===== src/rtl/perceptron_train_ctrl.sv =====
// rtl/perceptron_train_ctrl.sv - perceptron training sequencer: train/eval epochs, lr decay, final test pass
module perceptron_train_ctrl #(
    parameter int NUM_TRAIN    = 4,
    parameter int NUM_TEST     = 4,
    parameter int OUTPUTS      = 1,
    parameter int MAX_EPOCHS   = 10,
    parameter int DECAY_EPOCHS = 0,
    parameter int SFP_W        = 16,
    parameter int IDX_W        = $clog2(NUM_TRAIN + NUM_TEST),
    parameter int EP_W         = $clog2(MAX_EPOCHS + 1),
    parameter int TR_W         = $clog2(NUM_TRAIN + 1),
    parameter int TE_W         = $clog2(NUM_TEST + 1)
) (
    input  logic                            clk,
    input  logic                            rst,
    input  logic                            start,
    input  logic                            abort,
    input  logic [SFP_W-1:0]                lr_init,
    input  logic [OUTPUTS-1:0][SFP_W-1:0]   prediction,
    input  logic [OUTPUTS-1:0][SFP_W-1:0]   expected,
    output logic [IDX_W-1:0]                example,
    output logic                            training,
    output logic [SFP_W-1:0]                learning_rate,
    output logic                            busy,
    output logic                            done,
    output logic                            converged,
    output logic [EP_W-1:0]                 epochs_run,
    output logic [TR_W-1:0]                 train_correct,
    output logic [TE_W-1:0]                 test_correct
);
    typedef enum logic [2:0] {IDLE, TRAIN, EVAL, TEST, DONE} state_t;

    localparam int DC_W = (DECAY_EPOCHS > 1) ? $clog2(DECAY_EPOCHS) : 1;
    localparam logic [IDX_W-1:0] LAST_TRAIN = IDX_W'(NUM_TRAIN - 1);
    localparam logic [IDX_W-1:0] FIRST_TEST = IDX_W'(NUM_TRAIN);
    localparam logic [IDX_W-1:0] LAST_TEST  = IDX_W'(NUM_TRAIN + NUM_TEST - 1);
    localparam logic [DC_W-1:0]  DC_LAST    = DC_W'(DECAY_EPOCHS - 1);

    state_t           state;
    logic [TR_W-1:0]  score;
    logic [DC_W-1:0]  decay_cnt;
    logic             correct;
    logic [TR_W-1:0]  score_next;
    logic [EP_W-1:0]  epochs_next;
    logic [SFP_W-1:0] lr_half;
    logic [SFP_W-1:0] lr_decayed;

    always_comb begin
        correct = 1'b1;
        for (int i = 0; i < OUTPUTS; i++) begin
            if (prediction[i] != expected[i]) correct = 1'b0;
        end
    end

    assign score_next  = score + TR_W'(correct);
    assign epochs_next = epochs_run + EP_W'(1);
    // Arithmetic halving, never letting a nonzero rate collapse to zero.
    assign lr_half     = {learning_rate[SFP_W-1], learning_rate[SFP_W-1:1]};
    assign lr_decayed  = (learning_rate != '0 && lr_half == '0) ? SFP_W'(1) : lr_half;

    always_ff @(posedge clk or posedge rst) begin
        if (rst) begin
            state         <= IDLE;
            example       <= '0;
            training      <= 1'b0;
            learning_rate <= '0;
            busy          <= 1'b0;
            done          <= 1'b0;
            converged     <= 1'b0;
            epochs_run    <= '0;
            train_correct <= '0;
            test_correct  <= '0;
            score         <= '0;
            decay_cnt     <= '0;
        end else if (abort) begin
            state         <= IDLE;
            example       <= '0;
            training      <= 1'b0;
            learning_rate <= '0;
            busy          <= 1'b0;
            done          <= 1'b0;
            converged     <= 1'b0;
            epochs_run    <= '0;
            train_correct <= '0;
            test_correct  <= '0;
            score         <= '0;
            decay_cnt     <= '0;
        end else begin
            case (state)
                IDLE, DONE: begin
                    if (start) begin
                        state         <= TRAIN;
                        example       <= '0;
                        training      <= 1'b1;
                        learning_rate <= lr_init;
                        busy          <= 1'b1;
                        done          <= 1'b0;
                        converged     <= 1'b0;
                        epochs_run    <= '0;
                        train_correct <= '0;
                        test_correct  <= '0;
                        score         <= '0;
                        decay_cnt     <= '0;
                    end
                end
                TRAIN: begin
                    if (example == LAST_TRAIN) begin
                        state    <= EVAL;
                        example  <= '0;
                        training <= 1'b0;
                        score    <= '0;
                    end else begin
                        example <= example + IDX_W'(1);
                    end
                end
                EVAL: begin
                    if (example == LAST_TRAIN) begin
                        train_correct <= score_next;
                        epochs_run    <= epochs_next;
                        score         <= '0;
                        if (score_next == TR_W'(NUM_TRAIN)) begin
                            converged <= 1'b1;
                            state     <= TEST;
                            example   <= FIRST_TEST;
                        end else if (epochs_next == EP_W'(MAX_EPOCHS)) begin
                            state   <= TEST;
                            example <= FIRST_TEST;
                        end else begin
                            state    <= TRAIN;
                            example  <= '0;
                            training <= 1'b1;
                            if (DECAY_EPOCHS > 0) begin
                                if (decay_cnt == DC_LAST) begin
                                    decay_cnt     <= '0;
                                    learning_rate <= lr_decayed;
                                end else begin
                                    decay_cnt <= decay_cnt + DC_W'(1);
                                end
                            end
                        end
                    end else begin
                        score   <= score_next;
                        example <= example + IDX_W'(1);
                    end
                end
                TEST: begin
                    test_correct <= test_correct + TE_W'(correct);
                    if (example == LAST_TEST) begin
                        state   <= DONE;
                        example <= '0;
                        busy    <= 1'b0;
                        done    <= 1'b1;
                    end else begin
                        example <= example + IDX_W'(1);
                    end
                end
                default: state <= IDLE;
            endcase
        end
    end
endmodule


===== config.mk =====
export PLATFORM = sky130hd
export DESIGN_NAME = perceptron_train_ctrl
export DESIGN_NICKNAME = d
export VERILOG_FILES = /design/src/rtl/perceptron_train_ctrl.sv
export SDC_FILE = /design/constraint.sdc
export NUM_CORES = 1
export LEC_CHECK = 0
export ABC_AREA = 0
export CAP_MARGIN = 25
export CORE_AREA = 2 2 74 76
export CTS_BUF_LIST = sky130_fd_sc_hd__clkbuf_2 sky130_fd_sc_hd__clkbuf_4 sky130_fd_sc_hd__clkbuf_8
export DETAILED_ROUTE_END_ITERATION = 8
export DIE_AREA = 0 0 76 78
export GPL_ROUTABILITY_DRIVEN = 0
export GPL_TIMING_DRIVEN = 0
export HOLD_SLACK_MARGIN = 0.08
export PLACE_DENSITY = 0.83
export RECOVER_POWER = 100
export SLEW_MARGIN = 20
export SYNTH_ARGS = -nofsm -noshare
export SYNTH_HDL_FRONTEND = slang
export SYNTH_SLANG_ARGS = --single-unit

===== constraint.sdc =====
create_clock -name clk -period 4.4 [get_ports clk]
set_clock_uncertainty 0.2 [all_clocks]
set_input_delay 0.88 -clock clk [delete_from_list [all_inputs] [get_ports clk]]
set_output_delay 0.88 -clock clk [all_outputs]
set_load 0.03 [all_outputs]

==> results by stage, run 1 <==
Die:
- The starting density of the core is 44.17%.
- The die is 76 µm wide.
- The region available for standard cell placement spans 5042 µm².
- Row generation in the floorplan step produced 26 rows.
- The die covers 5928 µm².
- In this run the count of I/O pins placed on the die edge is 85.
- The die boundary height is 78 µm.

Placed design:
- The count of port buffers added during placement is 83.
- Detailed placement ended at an HPWL of 4176 µm.

Setup path:
- In this design, the stage delay of the slowest critical-path cell is 0.54 ns.
- Of all nets on the critical path, the largest fanout is 3.
- Counting buffers and inverters, the worst setup path is 11 cells deep.
- The number of buffer and inverter instances along the worst setup path is 1.
- By startpoint and endpoint, the worst setup path is classified as in -> reg.
- Walking the worst path, the cells encountered are dlygate4sd3_1, xnor2_1, nand4_1, nor4_1, ha_1, ha_1, xnor2_1, nor3_1, a311oi_1, nor2_1, o311ai_0.
- In this run the critical register-to-register path is launched from example[0]$_DFFE_PP0P_.
- STA classifies the critical path endpoint as a flip-flop.
- The data arrival time at the worst-slack endpoint is 3.69 ns.
- The minimum setup slack among reg-to-reg paths is 1.97 ns.
- The endpoint of the worst register-to-register path is epochs_run[2]$_DFFE_PP0P_.
- STA classifies the critical path startpoint as an input pin.
- Grouping stages by cell kind, the critical path spends the most delay in simple AND/OR/NAND/NOR gates.
- Measured in cells, the most critical reg-to-reg path has a length of 9.
- The cell with the largest stage delay on the worst path is sky130_fd_sc_hd__dlygate4sd3_1.
- For the worst setup path, the data required time is 4.37 ns.

Power and ir drop:
- The power per cell area is 249.1 nW/µm².
- The worst-case IR drop observed on VDD is 0.0001307 V.
- The static leakage is 0.001456 µW.

CTS:
- The number of buffers between clock root and the deepest sink is 2.
- Post-CTS timing repair inserted 0 buffers for setup.
- After clock tree synthesis, the clock-pin slew on the worst setup and hold paths is 0.07 ns.
- The number of gates resized after CTS is 0.
- CTS built an H-tree with a depth of 2.
- The clock network latency to the later pin of the worst-skew pair is 0.29 ns.
- Buffers inserted to repair hold after CTS numbered 0.
- TritonCTS built the clock tree.
- The cell sitting at the root of the clock tree is a sky130_fd_sc_hd__clkbuf_8.
- Clock tree synthesis inserted a total of 5 buffers.
- Clock tree synthesis found a total of 39 sinks.

Cells and area:
- The ratio of cells with drive above 1 in the final layout is 7.385%.
- The net count of the finished layout is 386.
- The count of inserted antenna diode cells is 0.
- Once layout is complete, the utilization of the core stands at 63.28%.
- Compared with the post-synthesis result, the final layout area differs by 43.26%.
- Fill cells in the final layout number 427.

Timing:
- Subtracting the final worst setup slack from the clock period gives 3.723 ns.
- The highest clock frequency the design can meet is 268.6 MHz.
- The final max-slew violation count is 0.
- The pin slew with the least headroom to its limit is 1.350 ns.
- Setup violations remaining at the end of the flow were counted as 0.
- Adding up every negative setup slack in the final design gives 0 ns.
- The remaining max-slew budget at the tightest pin is 9.970%.
- Hold timing on the final database bottoms out at a slack of 0.2673 ns.
- The ratio of final minimum period to clock period is 84.62%.
- Setup repair after global routing left no endpoint under its margin.
- The hold violation total from the final report is 0.

Min path:
- The worst hold path begins at learning_rate[7]$_DFFE_PP0P_.
- The number of stages on the worst hold path is 2.
- The worst hold path terminates at learning_rate[7]$_DFFE_PP0P_.
- In this run the worst hold path is classified as reg -> reg.

GRT:
- The initial antenna violation count is 0.
- The maximum number of pins on one net before global-route repair is 26.
- The number of global-route vias before repair is 2056.
- The first-pass GRT wire length is 9287 µm.
- For this run, the total global-route usage over all layers was measured as 19.21%.
- The total overflow left after global routing is 0.

Synthesis:
- The post-synth net total is 295.
- Sorting the synthesized cells by area gives the leading types as sky130_fd_sc_hd__dfrtp_1 44%, sky130_fd_sc_hd__nand2_1 8.4%, sky130_fd_sc_hd__xnor2_1 7.1%, sky130_fd_sc_hd__ha_1 5.6%, sky130_fd_sc_hd__nand3_1 2.9%.
- The share of synthesized flip-flops with an asynchronous set or reset is 100.0%.
- The area of the mapped netlist is 2227 µm².
- The count of yosys warnings during synthesis is 0.
- Of all cell types, the one taking the most synthesized area is sky130_fd_sc_hd__dfrtp_1.
- After synthesis, the netlist uses 50 different library cells.
- The most used flip-flop cell after synthesis is sky130_fd_sc_hd__dfrtp_1.
- The flip-flop and latch count after synthesis is 39.
- After technology mapping, the gate count stands at 233.
- The number of enable flip-flop cells after synthesis is 0.
- In this run the mean area of a mapped cell was 9.559 µm².
- Of the post-synthesis cell area, the dominant cell type holds 43.82%.
- Sequential elements use 43.82% of the synthesized area.

Detailed routing:
- The post-detailed-route via-to-cell ratio is 5.213.
- The routed via count is 2059.
- After the first detailed-routing iteration, the DRC count stood at 55.
- For this block, the routed nets add up to 5340 µm of wire.
- The number of nets with antenna violations after detailed routing is 0.
- For this run, design rule violations remaining after detail routing come to 0.
- The first-pass detailed-route iteration total is 4.
- In the final routed layout, each cell accounts on average for 13.52 µm.

Outcome:
- The run finished with clean final reports.

Job:
- The reported max-cap violation count is 0.
metal layers:
metal | wire, µm | GRT usage [%] | part of all wire [%] | up-vias
li1 | - | - | - | 999
met1 | 2221 | 23.98 | 42 | 955
met2 | 2637 | 33.04 | 49 | 99
met3 | 429 | 5.233 | 8.0 | 6
met4 | 52 | 5.091 | 0.97 | 0
met5 | 0 | 0 | 0 | -
Yosys cell counts, types with 4 or more instances:
library cell and n:
sky130_fd_sc_hd__xnor2_1 18, sky130_fd_sc_hd__o21ai_0 13, sky130_fd_sc_hd__nor2_1 10, sky130_fd_sc_hd__dfrtp_1 39
sky130_fd_sc_hd__nand4_1 4, sky130_fd_sc_hd__a21oi_1 4, sky130_fd_sc_hd__nor3_1 4, sky130_fd_sc_hd__buf_2 4
sky130_fd_sc_hd__inv_1 5, sky130_fd_sc_hd__ha_1 10, sky130_fd_sc_hd__nand2_1 50, sky130_fd_sc_hd__nand3_1 13
placed cells by master (no fill, tap or decap), types with 3 or more instances in the layout:
cell / count
sky130_fd_sc_hd__inv_1: 5
sky130_fd_sc_hd__a21oi_1: 5
sky130_fd_sc_hd__ha_1: 10
sky130_fd_sc_hd__dlygate4sd3_1: 36
sky130_fd_sc_hd__clkbuf_8: 5
sky130_fd_sc_hd__xnor2_1: 18
sky130_fd_sc_hd__o211ai_1: 3
sky130_fd_sc_hd__nand4_1: 4
sky130_fd_sc_hd__clkbuf_1: 6
sky130_fd_sc_hd__nand2_1: 50
sky130_fd_sc_hd__dfrtp_1: 39
sky130_fd_sc_hd__a32o_1: 3
sky130_fd_sc_hd__clkdlybuf4s50_1: 47
sky130_fd_sc_hd__nor2_1: 10
sky130_fd_sc_hd__o21ai_0: 14
sky130_fd_sc_hd__nor3_1: 5
sky130_fd_sc_hd__nand3_1: 13
sky130_fd_sc_hd__buf_4: 3
report_power, final:
| part | leakage (µW) | internal (µW) | switching [µW] |
|---|---|---|---|
| logic | 0.000878 | 81.7 | 87.3 |
| clock network | 0.0000491 | 124 | 122 |
| registers | 0.000529 | 372 | 8.18 |
worst max-delay path by stage:
stage / slack (ns) / end / from
2_1_floorplan: 1.47 / example[2]$_DFFE_PP0P_ / expected[10]
3_3_place_gp: 0.61 / example[2]$_DFFE_PP0P_ / expected[10]
3_5_place_dp: 0.53 / training$_DFFE_PP0P_ / prediction[10]
4_1_cts: 0.86 / example[2]$_DFFE_PP0P_ / prediction[10]
5_1_grt: 0.28 / training$_DFFE_PP0P_ / expected[10]
6_report: 0.68 / training$_DFFE_PP0P_ / expected[10]
worst reg2reg max path: cells and delay by family, from the launching register on:
family,cells,cell delay [ns]
buffers and inverters,2,0.57
and+or+nand+nor,3,0.46
adders and majority gates,2,0.43
DFF,1,0.42
AOI/OAI and AO/OA,2,0.27
layout make-up:
| type | count | area [µm²] | share of cell area [%] |
|---|---|---|---|
| tap | 70 | 87.58 | 2.745 |
| timing repair buffer | 84 | 834.6 | 26.16 |
| buffer | 13 | 78.83 | 2.471 |
| sequential | 39 | 975.9 | 30.59 |
| clock inverter | 1 | 5.005 | 0.1569 |
| multi-input combinational | 175 | 1102 | 34.55 |
| inverter | 6 | 22.52 | 0.7059 |
| clock buffer | 7 | 83.83 | 2.627 |
per-stage QoR:
stage,instance area (µm²),setup WS [ns],total power [µW],instances
after floorplan,2227,1.475,476.5,233
after global placement,3146,0.6146,564.6,386
final,3191,0.6766,794.9,395
after global routing,3191,0.2811,834.4,395
after detailed placement,3166,0.5348,570.4,387
after CTS,3254,0.8553,815.8,395
cells by family (layout without fill, tap and decap cells):
logic type / Yosys count / count (layout) / synth area share (%)
flops: 39 / 39 / 43.82
compound gates: 45 / 45 / 14.55
simple gates: 98 / 98 / 22.14
buf+inv: 19 / 111 / 5.000
mux: 3 / 3 / 1.404
xor+xnor: 19 / 19 / 7.472
fa+ha+maj: 10 / 10 / 5.618
registers in the layout (all words and copies together), names as in the netlist:
signal,count
done,1
state,3
busy,1
learning_rate,16
example,3
test_correct,3
training,1
score,3
epochs_run,4
train_correct,3
converged,1
Note: power is estimated with default switching activity, not from simulation.
==> run 2, diff against run 1 <==
- CORE_AREA: 2 2 74 76 -> 2 2 77 79
- DIE_AREA: 0 0 76 78 -> 0 0 79 81
- PLACE_DENSITY: 0.83 -> 0.81
- clock period: 4.4 -> 3.3 ns (I/O delays scaled with it)
==> results by stage, run 2 (synthesis results as in run 1) <==
Die:
- The total number of placement rows is 28.
- The floorplan step set the die width to 79 µm.
- The number of top-level design ports is 85.
- The die outline area is 6399 µm².
- In this run the vertical extent of the chip is 81 µm.
- The area of the core is 5675 µm².
- The starting density of the core is 39.24%.

CTS:
- The total clock buffers created by CTS is 5.
- Once the clock tree was built, the setup fixing pass inserted 0 buffers.
- The clock passes through at most 2 buffers.
- TritonCTS built the clock tree.
- The clock network latency to the later pin of the worst-skew pair is 0.29 ns.
- After clock tree synthesis, the clock-pin slew on the worst setup and hold paths is 0.07 ns.
- Counting every sink on the clock net gives 39.
- The tree is rooted in a sky130_fd_sc_hd__clkbuf_8.
- For this design, the CTS-stage hold fixing added 0 buffers.
- The deepest level of the CTS H-tree is 2.

Job:
- Across the run, the number of max-cap violations was 0.

Timing:
- Setup violations remaining at the end of the flow were counted as 0.
- The ratio of final minimum period to clock period is 92.66%.
- At the pin with the least slew margin, the transition time is 1.179 ns.
- The hold violation total from the final report was 0.
- Adding up every negative setup slack in the final design gives 0 ns.
- The remaining max-slew budget at the tightest pin is 21.38%.
- For the finished layout, the period the worst path requires is 3.058 ns.
- Across all setup checks in the final design, the least slack found is 0.2423 ns.
- Setup repair after global routing left no endpoint under its margin.
- The highest clock frequency the design can meet is 327.0 MHz.
- The final max-slew violation count is 0.

Cells and area:
- The largest register by flop count is learning_rate.
- In the final layout, the share of cells above drive strength 1 is 8.000%.
- The most frequent standard cell in the layout excluding fill and tap cells is sky130_fd_sc_hd__nand2_1.
- The library cells used most frequently in the layout, excluding fill and tap cells, are 50 x sky130_fd_sc_hd__nand2_1, 48 x sky130_fd_sc_hd__clkdlybuf4s50_1, 39 x sky130_fd_sc_hd__dfrtp_1.
- The final cell area excluding filler cells is 3228 µm².
- The final layout contains 386 nets.
- The count of inserted antenna diode cells is 0.
- The largest registers in the layout are learning_rate x16, epochs_run x4.
- The flip-flop count of the largest register after layout is 16.
- The area growth from synthesis to layout is 44.94%.

Setup path:
- Along the worst path, the maximum fanout reaches 3.
- The kind of critical path is in -> reg.
- For the worst setup path, the data required time is 3.27 ns.
- The endpoint type of the worst setup path is a flip-flop.
- The kind of start point of the critical path is an input pin.
- The minimum setup slack among reg-to-reg paths is 0.65 ns.
- The data arrival time at the worst-slack endpoint is 3.03 ns.

GRT:
- The total routing resource utilization after global routing is 17.89%.
- The first global-routing pass estimated 8949 µm of wire.
- Global routing finished with a remaining overflow of 0.
- Entering global routing, the biggest net connects 23 pins.
- The number of global-route vias before repair is 2008.
- The initial antenna violation count came to 0.

Power and ir drop:
- The worst voltage drop across the vdd grid is 0.0001401 V.
- The static leakage is 0.001471 µW.
- For this design the ratio of total power to cell area is 330.1 nW/µm².

Detailed routing:
- Dividing the detail-routed wire length by the instance count gives 13.75 µm.
- In the routed layout, each cell is associated on average with a via count of 5.185.
- The first-pass detailed-route iteration total is 4.
- After detailed routing, the number of remaining DRC violations is 0.
- The violation count after the first detailed-routing iteration is 40.
- The routed layout has 2074 vias.
- The final layout contains routed wiring with a total length of 5501 µm.
- The number of nets with antenna violations after detailed routing is 0.

Outcome:
- The run finished with clean final reports.

Placed design:
- After detailed placement, the total cell area comes to 3179 µm².
- The count of buffers added on input and output ports is 83.
- Prior to clock tree synthesis, the placed netlist has a worst setup slack of -0.3098 ns.
- Detailed placement ended at an HPWL of 4256 µm.

Min path:
- The tightest min-delay check is of the reg -> reg type.
run 2: worst paths after layout:
| check | startpoint | end | depth (start not counted) |
|---|---|---|---|
| max | prediction[10] | example[2]$_DFFE_PP0P_ | 11 |
| min | learning_rate[2]$_DFFE_PP0P_ | learning_rate[2]$_DFFE_PP0P_ | 2 |
| max reg2reg | example[0]$_DFFE_PP0P_ | train_correct[0]$_DFFE_PP0P_ | 8 |
| min reg2reg | learning_rate[2]$_DFFE_PP0P_ | learning_rate[2]$_DFFE_PP0P_ | 2 |
| max in group asynchronous | rst | learning_rate[5]$_DFFE_PP0P_ | 3 |
| min in group asynchronous | rst | epochs_run[2]$_DFFE_PP0P_ | 2 |
run 2: cell type report:
cell class	count	area, µm²
fill	547	2447
multi-input combinational	175	1139
sequential	39	975.9
timing repair buffer	84	834.6
tap	75	93.84
clock buffer	7	83.83
buffer	13	73.82
inverter	6	22.52
clock inverter	1	5.005
run 2: repair_timing:
action,CTS,global route
pin swaps,0,0
setup endpoints to repair,1,2
gates resized for setup,1,2
gates cloned,0,0
run 2: where the power goes:
part / total (µW) / switching [µW] / internal (µW)
Clock: 329 / 164 / 165
Combinational: 228 / 118 / 110
Sequential: 509 / 12.1 / 497
Total: 1070 / 295 / 771
run 2: critical path, stage by stage:
cell	delay, ns
sky130_fd_sc_hd__clkdlybuf4s50_1	0.49
sky130_fd_sc_hd__xnor2_1	0.12
sky130_fd_sc_hd__nand4_1	0.16
sky130_fd_sc_hd__nor4_4	0.34
sky130_fd_sc_hd__ha_1	0.19
sky130_fd_sc_hd__ha_1	0.19
sky130_fd_sc_hd__xnor2_1	0.21
sky130_fd_sc_hd__nor3_2	0.11
sky130_fd_sc_hd__a311oi_2	0.27
sky130_fd_sc_hd__mux2_2	0.21
sky130_fd_sc_hd__o211ai_1	0.07
run 2: stage by stage:
stage | cells | hold WS (ns) | util, % | power [µW]
CTS | 400 | 0.2737 | 57.69 | 1095
global route | 400 | 0.2807 | 56.88 | 1125
detailed placement | 392 | 0.2559 | 56.02 | 762.6
floorplan | 233 | 0.2609 | - | 635.3
global placement | 391 | 0.2492 | 55.53 | 753.8
finish | 400 | 0.2643 | 56.88 | 1066
run 2: routing by layer:
layer  vias up  share of wire [%]  track usage [%]
li1        991                  -                -
met1       968                 40            20.15
met2       102                 50            31.53
met3        13                8.0            5.000
met4         0                2.5            8.276
met5         -                  0                0
==> run 3, diff against run 2 <==
- CORE_AREA: 2 2 77 79 -> 2 2 56 110
- DIE_AREA: 0 0 79 81 -> 0 0 58 112
- PLACE_DENSITY: 0.81 -> 0.8
==> results by stage, run 3 (synthesis results as in run 1) <==
GRT:
- For this run, the total global-route usage over all layers was measured as 19.01%.
- The number of global-route vias before repair is 2016.
- The global route total overflow is 0.
- The initial antenna violation count is 0.
- The first global-routing pass estimated 9556 µm of wire.
- Entering global routing, the biggest net connects 35 pins.

Detailed routing:
- The violation count after the first detailed-routing iteration is 53.
- For this run, design rule violations remaining after detail routing come to 0.
- For this block, the via count after detailed routing is 2010.
- The first-pass detailed-route iteration total is 4.
- Dividing the detail-routed wire length by the instance count gives 14.73 µm.
- The wire length reported by the detailed router is 5684 µm.
- The post-detailed-route via-to-cell ratio is 5.207.
- In this run the remaining antenna-violating nets after routing total 0.

Die:
- From bottom edge to top edge, the die measures 112 µm.
- The die outline area is 6496 µm².
- The starting density of the core is 39.35%.
- The number of top-level design ports is 85.
- The total number of placement rows is 39.
- The horizontal die dimension is 58 µm.
- The area of the core is 5660 µm².

Timing:
- The hold violation total from the final report was 0.
- The worst path in the final design needs a cycle of 3.095 ns, including I/O delays and setup.
- The number of setup violations in the final report is 0.
- The ratio of final minimum period to clock period is 93.80%.
- The highest clock frequency the design can meet is 323.1 MHz.
- The pin slew with the least headroom to its limit is 1.614 ns.
- The worst pin sits at a relative slew slack of -7.598%.
- The final max-slew violation count came to 35.

Placed design:
- The total half-perimeter wirelength after legalization and detailed placement is 4538 µm.
- Buffers placed on the I/O ports in this run total 83.
- The placed instance count is 378.

Cells and area:
- Compared with the post-synthesis result, the final layout area differs by 44.16%.
- The largest registers in the layout are learning_rate x16, epochs_run x4.
- In the layout the commonest cells are 50 x sky130_fd_sc_hd__nand2_1, 49 x sky130_fd_sc_hd__clkdlybuf4s50_1, 39 x sky130_fd_sc_hd__dfrtp_1.
- The most frequent standard cell in the layout excluding fill and tap cells is sky130_fd_sc_hd__nand2_1.
- The final layout contains 386 nets.
- The flip-flop count of the largest register after layout is 16.
- The post-route netlist has 8.308% of its cells at a drive strength greater than 1.
- The share of the core filled with cells in the final layout is 56.72%.
- The repair_antennas step left the layout with diodes totalling 0.
- The post-layout instance count excluding filler cells is 386.
- More flip-flops sit in one register than any other, and that register is learning_rate.

Outcome:
- The final reports fail on capacitance limit, slew limit.
- The flow ran to the end, but the final reports show violations.

Job:
- Max-cap violations in this run came to 1.

Setup path:
- The endpoint type of the worst setup path is a flip-flop.
- The data required time of the worst path is 3.28 ns.
- The number of buffer and inverter instances along the worst setup path is 1.
- The worst setup path is of the in -> reg kind.
- The biggest fanout along the worst timing path is 3.
- The kind of start point of the critical path is an input pin.
- Data on the critical path arrives at its endpoint at 3.08 ns.
- The cell with the largest stage delay on the worst path is sky130_fd_sc_hd__clkdlybuf4s50_1.
- The kind of cell with the highest combined delay along the critical path is simple AND/OR/NAND/NOR gates.
- The stage delay of the slowest cell on the critical path is 0.47 ns.
- The critical path goes through clkdlybuf4s50_1, xnor2_1, nand4_1, nor4_2, ha_1, ha_1, xnor2_1, nor3_2, a311oi_1, mux2_2, o211ai_2.

CTS:
- In this run the number of H-tree levels came out at 2.
- The clock transition at the registers of the reported paths is 0.08 ns.
- The CTS tree is built.
- The number of gates resized after CTS is 0.
- The number of buffers between clock root and the deepest sink is 2.
- The clock network latency to the later pin of the worst-skew pair is 0.31 ns.
- Clock tree synthesis found a total of 39 sinks.
- The total clock buffers created by CTS is 5.
- Once the clock tree was built, the setup fixing pass inserted 0 buffers.
- The CTS root buffer is sky130_fd_sc_hd__clkbuf_8.
- Buffers inserted to repair hold after CTS numbered 0.

Power and ir drop:
- Of the total power, the share spent switching nets is 28.76%.
- The worst voltage drop across the vdd grid is 0.0003260 V.
- The power per cell area is 333.5 nW/µm².
- The switching power total is 307.9 µW.
- The clock share of power is 31.2%.
- The overall power consumption is 1071 µW.
- In this run, flip-flops and latches consume 47.4% of the power.
- The static leakage is 0.001457 µW.
- The internal power summed over all cells is 762.7 µW.
- Combinational logic burns 21.4% of the power.

Min path:
- The class of the tightest hold or removal check is reg -> reg.
==> run 3: stage by stage <==
stage / hold WS, ns / TNS (ns) / setup WS (ns) / cell area, µm²
after floorplan: 0.2609 / 0 / 0.5946 / 2227
after global placement: 0.2501 / -0.4953 / -0.2297 / 3134
after detailed placement: 0.2590 / -0.4608 / -0.2164 / 3154
after CTS: 0.2779 / 0 / 0.1041 / 3243
after global routing: 0.2937 / -0.005478 / -0.005478 / 3211
final: 0.2709 / 0 / 0.2045 / 3211
==> run 3: power groups by stage <==
stage                     sequential [µW]  combinational [µW]  clock [µW]
after floorplan                       553                81.9           0
after global placement                517                 237           0
after detailed placement              518                 244           0
after CTS                             508                 244         346
after global routing                  509                 249         360
final                                 508                 229         334
==> run 3: final timing paths <==
kind | to | slack [ns] | cells past startpoint | startpoint
hold / removal | learning_rate[2]$_DFFE_PP0P_ | 0.27 | 2 | learning_rate[2]$_DFFE_PP0P_
min in group asynchronous | learning_rate[1]$_DFFE_PP0P_ | 0.49 | 2 | rst
max in group asynchronous | example[1]$_DFFE_PP0P_ | 0.43 | 3 | rst
setup reg to reg | train_correct[2]$_DFFE_PP0P_ | 0.73 | 8 | example[0]$_DFFE_PP0P_
hold reg to reg | learning_rate[2]$_DFFE_PP0P_ | 0.27 | 2 | learning_rate[2]$_DFFE_PP0P_
setup / recovery | example[2]$_DFFE_PP0P_ | 0.20 | 11 | prediction[10]
==> run 3: final cells by class <==
type | instances | area (µm²)
well taps | 61 | 76.32
repair buffers | 84 | 840.8
plain buffers | 13 | 73.82
inverters | 6 | 22.52
clock buffers | 6 | 76.32
multi-input cells | 175 | 1132
fillers | 538 | 2450
flip-flops and latches | 39 | 975.9
clock inverters | 2 | 12.51
==> run 3: layer usage <==
layer | share of wire [%] | track usage [%] | vias up
li1 | - | - | 994
met1 | 35 | 20.49 | 959
met2 | 59 | 34.17 | 45
met3 | 2.5 | 2.091 | 12
met4 | 3.9 | 11.01 | 0
met5 | 0 | 0 | -
==> run 3: worst min-delay path, cell delays in order, from the launching register on <==
cell and delay (ns):
sky130_fd_sc_hd__dfrtp_1 0.35, sky130_fd_sc_hd__nand2_1 0.05, sky130_fd_sc_hd__nand2_1 0.05
